$ cat src/rtl/pad_cfg_loader.sv
// pad_cfg_loader: fetches per-pad config words and shifts them out on the pad serial chain, then strobes load.
// Optional PAD_CFG_AUTOLOAD_EN: a one-shot flag set by reset starts a load as soon as reset releases.
module pad_cfg_loader #(
    parameter int NUM_PADS = 38,
    parameter int CFG_BITS = 13,
    parameter int CLK_DIV  = 2,
    localparam int IW = (NUM_PADS > 1) ? $clog2(NUM_PADS) : 1,
    localparam int BW = (CFG_BITS > 1) ? $clog2(CFG_BITS) : 1,
    localparam int PW = $clog2(CLK_DIV + 1)
) (
    input  logic                clock,
    input  logic                reset,
    input  logic                start,
    output logic [IW-1:0]       cfg_index,
    input  logic [CFG_BITS-1:0] cfg_word,
    output logic                busy,
    output logic                done,
    output logic                serial_clock,
    output logic                serial_data,
    output logic                serial_load
);
    localparam logic [IW-1:0] LAST_PAD = IW'(NUM_PADS - 1);
    localparam logic [BW-1:0] LAST_BIT = BW'(CFG_BITS - 1);
    localparam logic [PW-1:0] LAST_PH  = PW'(CLK_DIV - 1);

    typedef enum logic [2:0] {IDLE, LOW, HIGH, LOAD, DONE} state_t;

    state_t              r_state;
    logic [PW-1:0]       r_ph;
    logic [BW-1:0]       r_bit;
    logic [CFG_BITS-1:0] r_shift;
    logic [IW-1:0]       r_idx;
    logic                r_busy;
    logic                r_done;
    logic                r_sclk;
    logic                r_sdata;
    logic                r_sload;
    logic                w_start;
    logic                w_ph_end;
    logic                w_word_end;

`ifdef PAD_CFG_AUTOLOAD_EN
    logic r_auto;
    always_ff @(posedge clock or posedge reset) begin
        if (reset)
            r_auto <= 1'b1;
        else if (r_state == IDLE)
            r_auto <= 1'b0;
    end
    assign w_start = start | r_auto;
`else
    assign w_start = start;
`endif

    assign w_ph_end   = (r_ph == LAST_PH);
    assign w_word_end = (r_bit == LAST_BIT);

    always_ff @(posedge clock or posedge reset) begin
        if (reset) begin
            r_state <= IDLE;
            r_ph    <= '0;
            r_bit   <= '0;
            r_shift <= '0;
            r_idx   <= LAST_PAD;
            r_busy  <= 1'b0;
            r_done  <= 1'b0;
            r_sclk  <= 1'b0;
            r_sdata <= 1'b0;
            r_sload <= 1'b0;
        end else begin
            case (r_state)
                IDLE: begin
                    if (w_start) begin
                        r_state <= LOW;
                        r_busy  <= 1'b1;
                        r_ph    <= '0;
                        r_bit   <= '0;
                        r_idx   <= LAST_PAD;
                    end
                end
                LOW: begin
                    // cfg_word is only trusted on the first low cycle of a word's first bit
                    if (r_ph == '0) begin
                        r_sdata <= (r_bit == '0) ? cfg_word[CFG_BITS-1] : r_shift[CFG_BITS-1];
                        if (r_bit == '0)
                            r_shift <= cfg_word;
                    end
                    r_ph <= w_ph_end ? '0 : r_ph + 1'b1;
                    if (w_ph_end) begin
                        r_state <= HIGH;
                        r_sclk  <= 1'b1;
                    end
                end
                HIGH: begin
                    r_ph <= w_ph_end ? '0 : r_ph + 1'b1;
                    if (w_ph_end) begin
                        r_shift <= r_shift << 1;
                        r_sclk  <= 1'b0;
                        r_bit   <= w_word_end ? '0 : r_bit + 1'b1;
                        if (w_word_end && r_idx == '0) begin
                            r_state <= LOAD;
                            r_sload <= 1'b1;
                            r_sdata <= 1'b0;
                        end else begin
                            r_state <= LOW;
                            if (w_word_end)
                                r_idx <= r_idx - 1'b1;
                        end
                    end
                end
                LOAD: begin
                    r_ph <= w_ph_end ? '0 : r_ph + 1'b1;
                    if (w_ph_end) begin
                        r_state <= DONE;
                        r_sload <= 1'b0;
                        r_done  <= 1'b1;
                        r_busy  <= 1'b0;
                        r_idx   <= LAST_PAD;
                    end
                end
                DONE: begin
                    r_state <= IDLE;
                    r_done  <= 1'b0;
                end
                default: r_state <= IDLE;
            endcase
        end
    end

    assign cfg_index    = r_idx;
    assign busy         = r_busy;
    assign done         = r_done;
    assign serial_clock = r_sclk;
    assign serial_data  = r_sdata;
    assign serial_load  = r_sload;
endmodule

$ cat config.mk
export PLATFORM = sky130hd
export DESIGN_NAME = pad_cfg_loader
export DESIGN_NICKNAME = d
export VERILOG_FILES = /design/src/rtl/pad_cfg_loader.sv
export SDC_FILE = /design/constraint.sdc
export NUM_CORES = 1
export LEC_CHECK = 0
export CORE_UTILIZATION = 50
export CTS_CLUSTER_SIZE = 24
export DETAILED_ROUTE_END_ITERATION = 16
export GPL_ROUTABILITY_DRIVEN = 0
export PLACE_DENSITY_LB_ADDON = 0.15
export SLEW_MARGIN = 20
export SYNTH_ARGS = -nofsm -noshare
export SYNTH_HDL_FRONTEND = slang
export SYNTH_SLANG_ARGS = --single-unit
$ cat constraint.sdc
create_clock -name clock -period 3.55 [get_ports clock]
set_input_delay 0.8875 -clock clock [delete_from_list [all_inputs] [get_ports clock]]
set_output_delay 0.8875 -clock clock [all_outputs]
set_load 0.005 [all_outputs]
==> results of run 1 <==
[flip-flops by register name, indices dropped and copies added (netlist names)]
register	flops
r_shift	13
cfg_index	6
r_bit	4
r_state	3
r_ph	2
busy	1
done	1
serial_clock	1
serial_data	1
serial_load	1
[worst min-delay path by stage]
stage	from	endpoint	slack, ns	cells after the start
2_1_floorplan	cfg_index[5]	cfg_index[5]	0.47	2
3_3_place_gp	cfg_index[5]	cfg_index[5]	0.48	2
3_5_place_dp	cfg_index[5]	cfg_index[5]	0.49	2
4_1_cts	cfg_index[5]	cfg_index[5]	0.50	2
5_1_grt	r_shift[9]	r_shift[9]	0.54	1
6_report	cfg_index[5]	cfg_index[5]	0.50	2
[kinds of logic after synthesis]
kind of cell / Yosys count
flip-flops: 33
multiplexers: 16
AO/OA/AOI/OAI: 41
AND/OR/NAND/NOR: 82
adder cells (fa/ha/maj): 4
buffers and inverters: 15
[layer usage]
layer | share of wire (%) | vias up
li1 | - | 734
met5 | 0 | -
met3 | 3.5 | 4
met2 | 51 | 22
met4 | 0.88 | 0
met1 | 45 | 705
[synthesized netlist by cell type, drive strengths merged (2+ instances only)]
cell type	n	share of area, %
o31ai	2	0.82
or2	2	0.68
mux2	12	9.2
nand3b	2	0.82
nor3	4	1.1
buf	6	2.3
a211o	2	0.95
o2bb2ai	2	0.95
o21a	2	0.82
inv	7	1.4
a32o	2	1.1
a21oi	6	1.8
nand2	48	9.9
nor2	7	1.4
mux2i	4	2.2
and3	3	1.0
or3	2	0.68
clkbuf	2	0.41
dfrtp	30	41
dfstp	3	4.3
o21ai	10	2.7
nor3b	4	1.6
ha	4	2.7
o211ai	3	1.2
nand2b	3	1.0
nor2b	2	0.68
o22ai	2	0.68
nand3	3	0.82
[cell type report]
cell class / instances / area [sq um] / share of cell area [%]
clock buffers: 7 / 55.1 / 2.49
multi-input cells: 143 / 937 / 42.4
repair buffers: 28 / 275 / 12.5
clock inverters: 1 / 30.0 / 1.36
well taps: 46 / 57.6 / 2.60
flip-flops and latches: 33 / 830 / 37.5
inverters: 7 / 26.3 / 1.19
[metrics by stage]
step           area (sq um)  utilization (%)  setup WS [ns]  cells
2_1_floorplan          1840                -           1.79    191
3_3_place_gp           2130             62.2           1.19    257
3_5_place_dp           2130             62.2           1.12    257
4_1_cts                2210             64.7           1.20    265
5_1_grt                2210             64.7           1.16    265
6_report               2210             64.7           1.21    265
[power groups by stage]
stage / logic, mW / clock network, mW / registers [mW]
final: 0.0347 / 0.298 / 0.382
after global routing: 0.0386 / 0.319 / 0.383
after CTS: 0.0355 / 0.304 / 0.382
after detailed placement: 0.0354 / 0 / 0.389
after global placement: 0.0345 / 0 / 0.389
after floorplan: 0.0117 / 0 / 0.389
==> flow_summary_export.csv, run 1 <==
group,metric,value,unit
outcome,status,"complete, no violations",
setup_path,cp_slowest_stage_delay,0.59,ns
setup_path,worstPathArrival,1.45,ns
setup_path,crit_buf_inv,1,
setup_path,cp_top_family,"flip-flops",
clock_network,clock-sinks,33,
hold_path,hp-class,"reg2reg",
logic_synthesis,synthXorXnorAreaFrac,0,%
setup_path,crit_required,2.66,ns
final_layout,final_common_cell,"nand2_1",
final_layout,nFillCells,292,
clock_network,ctsResizeCount,0,
floorplanning,design.core.area,3420,sq um
clock_network,clock_latency,0.34,ns
clock_network,post_cts_buffers,0,
setup_path,cp-start-kind,"flop",
job,maxCapViolations,0,
floorplanning,rows,21,
setup_path,worstPathCellList,"clkdlybuf4s50_1",
setup_path,reg2reg_to,"r_shift[7]",
power_and_ir_drop,finalPower,0.714,mW
power_and_ir_drop,p_comb_share,4.9,%
setup_path,cp-endpoint,"cfg_index[2]",
routing,vias_per_cell,5.53,
setup_path,cp_slowest_cell,"dfstp_2",
grt,met3_usage,5.84,%
logic_synthesis,synth_fa_ha_area_share,2.72,%
floorplanning,ioPinCount,27,
setup_path,path_class,"reg2out",
power_and_ir_drop,intPower,0.569,mW
sta,setup_viol,0,
power_and_ir_drop,ir_drop,0.363,mV
setup_path,ff2ff_path_depth,6,
clock_network,postCtsHoldBufs,0,
floorplanning,die_area,3920,sq um
grt,grt_pass1_wl,6810,um
sta,fin_tns_setup,0,ns
power_and_ir_drop,clock_power_share,41.7,%
clock_network,cts_tree,"done",
logic_synthesis,ys_types,46,
sta,relSlewSlack,55.6,%
grt,overflow,0,
routing,finalWirelength,3880,um
sta,finalHoldViolations,0,
sta,clock_skew,0.00967,ns
logic_synthesis,synth_nets,211,
sta,drv_slew,0,
logic_synthesis,synth_seq_cells,33,
setup_path,end_kind,"primary output",
setup_path,r2r_start,"r_bit[0]",
routing,antenna_left,0,
logic_synthesis,syn_inst,191,
setup_path,rrSetupSlack,1.45,ns
logic_synthesis,synth_compound_area_share,16.0,%
grt,antenna_found_initial,0,
routing,first_pass_iters,4,
logic_synthesis,ys.flop_type,"dfrtp_1",
final_layout,drive_gt1_share,13.2,%
clock_network,ctsHtreeMaxLevel,2,
logic_synthesis,synth_simple_gate_area_share,20.6,%
grt,grt.total_usage,22.1,%
routing,via_count,1465,
sta,finalCritPeriodShare,65.8,%
power_and_ir_drop,power_density,323,nW/um^2
grt,top_usage_layer,"met2",
routing,drt_first_iter_violations,69,
sta,clock.fmax,428,MHz
sta,grt_setup_unrepaired,"false",
logic_synthesis,avgSynthCellArea,9.62,sq um
routing,wire_per_inst,14.6,um
sta,worstMarginPinSlew,0.666,ns
floorplanning,die_x,62.6,um
power_and_ir_drop,power.leakage,1.02,nW
floorplanning,die_y,62.6,um
placed_design,dpl.hpwl,2680,um
sta,period_needed,2.34,ns
clock_network,root_buffer,"clkbuf_4",
grt,use_met2,36.8,%
setup_path,startpoint,"cfg_index[2]",
logic_synthesis,synth_edf_count,0,
final_layout,final_cell_mix,"nand2_1, dfrtp_1, clkdlybuf4s50_1, mux2_4",
power_and_ir_drop,swShare,20.3,%
grt,grt_pass1_vias,1519,
logic_synthesis,synth_top_family_by_area,"simple AND/OR/NAND/NOR gates",
clock_network,cts.clk_slew.worst_paths,0.09,ns
final_layout,layout.nets,238,
final_layout,insertedDiodeCount,0,
power_and_ir_drop,p_switching,0.145,mW
grt,grt_max_degree,34,
floorplanning,start_util,53.8,%
logic_synthesis,yosysWarnings,0,
logic_synthesis,synth.mux.area_fraction,11.4,%
power_and_ir_drop,pwr-share-seq,53.5,%
logic_synthesis,seq_area_frac_synth,45.1,%
logic_synthesis,synthArstFlopShare,100,%
routing,drc,0,
logic_synthesis,mappedNetlistArea,1840,sq um
setup_path,crit_cells,1,
placed_design,io_buffers,26,
setup_path,path_max_fanout,6,
grt,met1_usage,27.5,%
clock_network,clock_path_buffers,2,
final_layout,area_growth,20.3,%
sta,holdWs,0.497,ns
clock_network,numCtsBuffers,5,
Power figures use the tool's default switching activity.
==> run 2: changes to the inputs <==
Clock period 3.55 ns to 2.35 ns, I/O delays scaled along.
==> run 2 against run 1 <==
Critical path depth rose by 5. Non-clock buffer count up 1. Worst setup slack got worse by 0.92 ns. Clock skew fell by 0.0048 ns. Critical path type is now reg2reg. Largest cell class unchanged.
==> flow_summary_export.csv, run 2 (synthesized netlist as in run 1, its figures left out) <==
group,metric,value,unit
outcome,status,"complete, no violations",
clock_network,root_buffer,"clkbuf_4",
clock_network,ctsResizeCount,0,
setup_path,r2r_start,"r_bit[0]",
clock_network,clock-sinks,33,
routing,vias_per_cell,5.57,
routing,first_pass_iters,4,
final_layout,final_cell_mix,"nand2_1, dfrtp_1, clkdlybuf4s50_1, mux2_4",
clock_network,clock_latency,0.33,ns
grt,grt.total_usage,21.8,%
final_layout,area_growth,19.4,%
floorplanning,design.core.area,3420,sq um
routing,wire_per_inst,14.0,um
grt,top_usage_layer,"met2",
final_layout,final_common_cell,"nand2_1",
floorplanning,rows,21,
power_and_ir_drop,finalPower,0.935,mW
grt,grt_pass1_vias,1477,
sta,finalHoldViolations,0,
clock_network,postCtsHoldBufs,0,
setup_path,ff2ff_path_depth,6,
grt,met3_usage,5.47,%
final_layout,layout.nets,239,
grt,grt_pass1_wl,6590,um
sta,setup_viol,0,
clock_network,numCtsBuffers,5,
sta,grt_setup_unrepaired,"false",
sta,finalCritPeriodShare,87.3,%
final_layout,regMostFlops,"r_shift",
sta,relSlewSlack,57.4,%
hold_path,hp-class,"reg2reg",
final_layout,drive_gt1_share,12.7,%
setup_path,worstPathArrival,2.27,ns
final_layout,largest_reg_flops,13,
clock_network,cts.clk_slew.worst_paths,0.10,ns
hold_path,worstHoldStart,"cfg_index[5]",
hold_path,hold_path_depth,2,
placed_design,dpl.hpwl,2700,um
setup_path,crit_required,2.57,ns
floorplanning,ioPinCount,27,
floorplanning,die_x,62.6,um
grt,antenna_found_initial,0,
routing,drc,0,
sta,period_needed,2.05,ns
setup_path,startpoint,"r_bit[0]",
sta,clock.fmax,487,MHz
final_layout,nFillCells,287,
sta,setup_ws,0.298,ns
clock_network,post_cts_buffers,0,
power_and_ir_drop,power_density,426,nW/um^2
sta,drv_slew,0,
clock_network,cts_tree,"done",
grt,use_met2,36.7,%
floorplanning,die_area,3920,sq um
floorplanning,start_util,53.8,%
power_and_ir_drop,ir_drop,0.376,mV
power_and_ir_drop,power.leakage,1.01,nW
routing,drt_first_iter_violations,67,
grt,grt_max_degree,23,
final_layout,insertedDiodeCount,0,
setup_path,cp-start-kind,"flop",
job,maxCapViolations,0,
placed_design,dp_slack,0.209,ns
floorplanning,die_y,62.6,um
routing,finalWirelength,3730,um
grt,overflow,0,
placed_design,io_buffers,26,
clock_network,ctsHtreeMaxLevel,2,
grt,met1_usage,26.4,%
setup_path,path_class,"reg2reg",
setup_path,end_kind,"flop",
clock_network,clock_path_buffers,2,
sta,fin_tns_setup,0,ns
routing,via_count,1481,
setup_path,path_max_fanout,13,
routing,antenna_left,0,
sta,clock_skew,0.00489,ns
sta,worstMarginPinSlew,0.639,ns
-- run 2: worst max-delay path, cell delays in order (launching register included) --
cell       delay [ns]
dfrtp_1          0.44
inv_1            0.09
ha_1             0.22
nor3b_1          0.35
o2bb2ai_1        0.18
nand2_2          0.28
mux2_4           0.39
-- run 2: report_power, final --
group	internal, mW	switching, mW	total [mW]
clock	0.119	0.184	0.303
sequential	0.574	0.00293	0.577
combinational	0.0341	0.0211	0.0552
-- run 2: path summary, 6_finish.rpt --
path | endpoint | slack, ns
max reg2reg | r_shift[8] | 0.30
max in group asynchronous | r_bit[3] | 1.27
min in group asynchronous | cfg_index[3] | 0.58
min | cfg_index[5] | 0.50
max | r_shift[8] | 0.30
min reg2reg | cfg_index[5] | 0.50
-- run 2: metrics by stage --
step           cells  hold slack [ns]  area [sq um]  util (%)
3_3_place_gp     258            0.476          2150      62.8
3_5_place_dp     258            0.491          2150      62.8
4_1_cts          266            0.508          2190      64.2
2_1_floorplan    191            0.475          1840         -
5_1_grt          266            0.541          2190      64.2
6_report         266            0.502          2190      64.2
-- run 2: layout make-up --
type / count / area (sq um) / area share [%]
multi-input combinational: 143 / 937 / 42.7
inverter: 7 / 26.3 / 1.20
sequential: 33 / 830 / 37.8
tap: 46 / 57.6 / 2.62
timing repair buffer: 29 / 295 / 13.5
clock buffer: 8 / 48.8 / 2.22
-- run 2: layer usage --
metal  vias up  routed length [um]
met5         -                   0
met4         0                  75
met3        10                 126
met2        28                1840
met1       715                1690
li1        728                   -
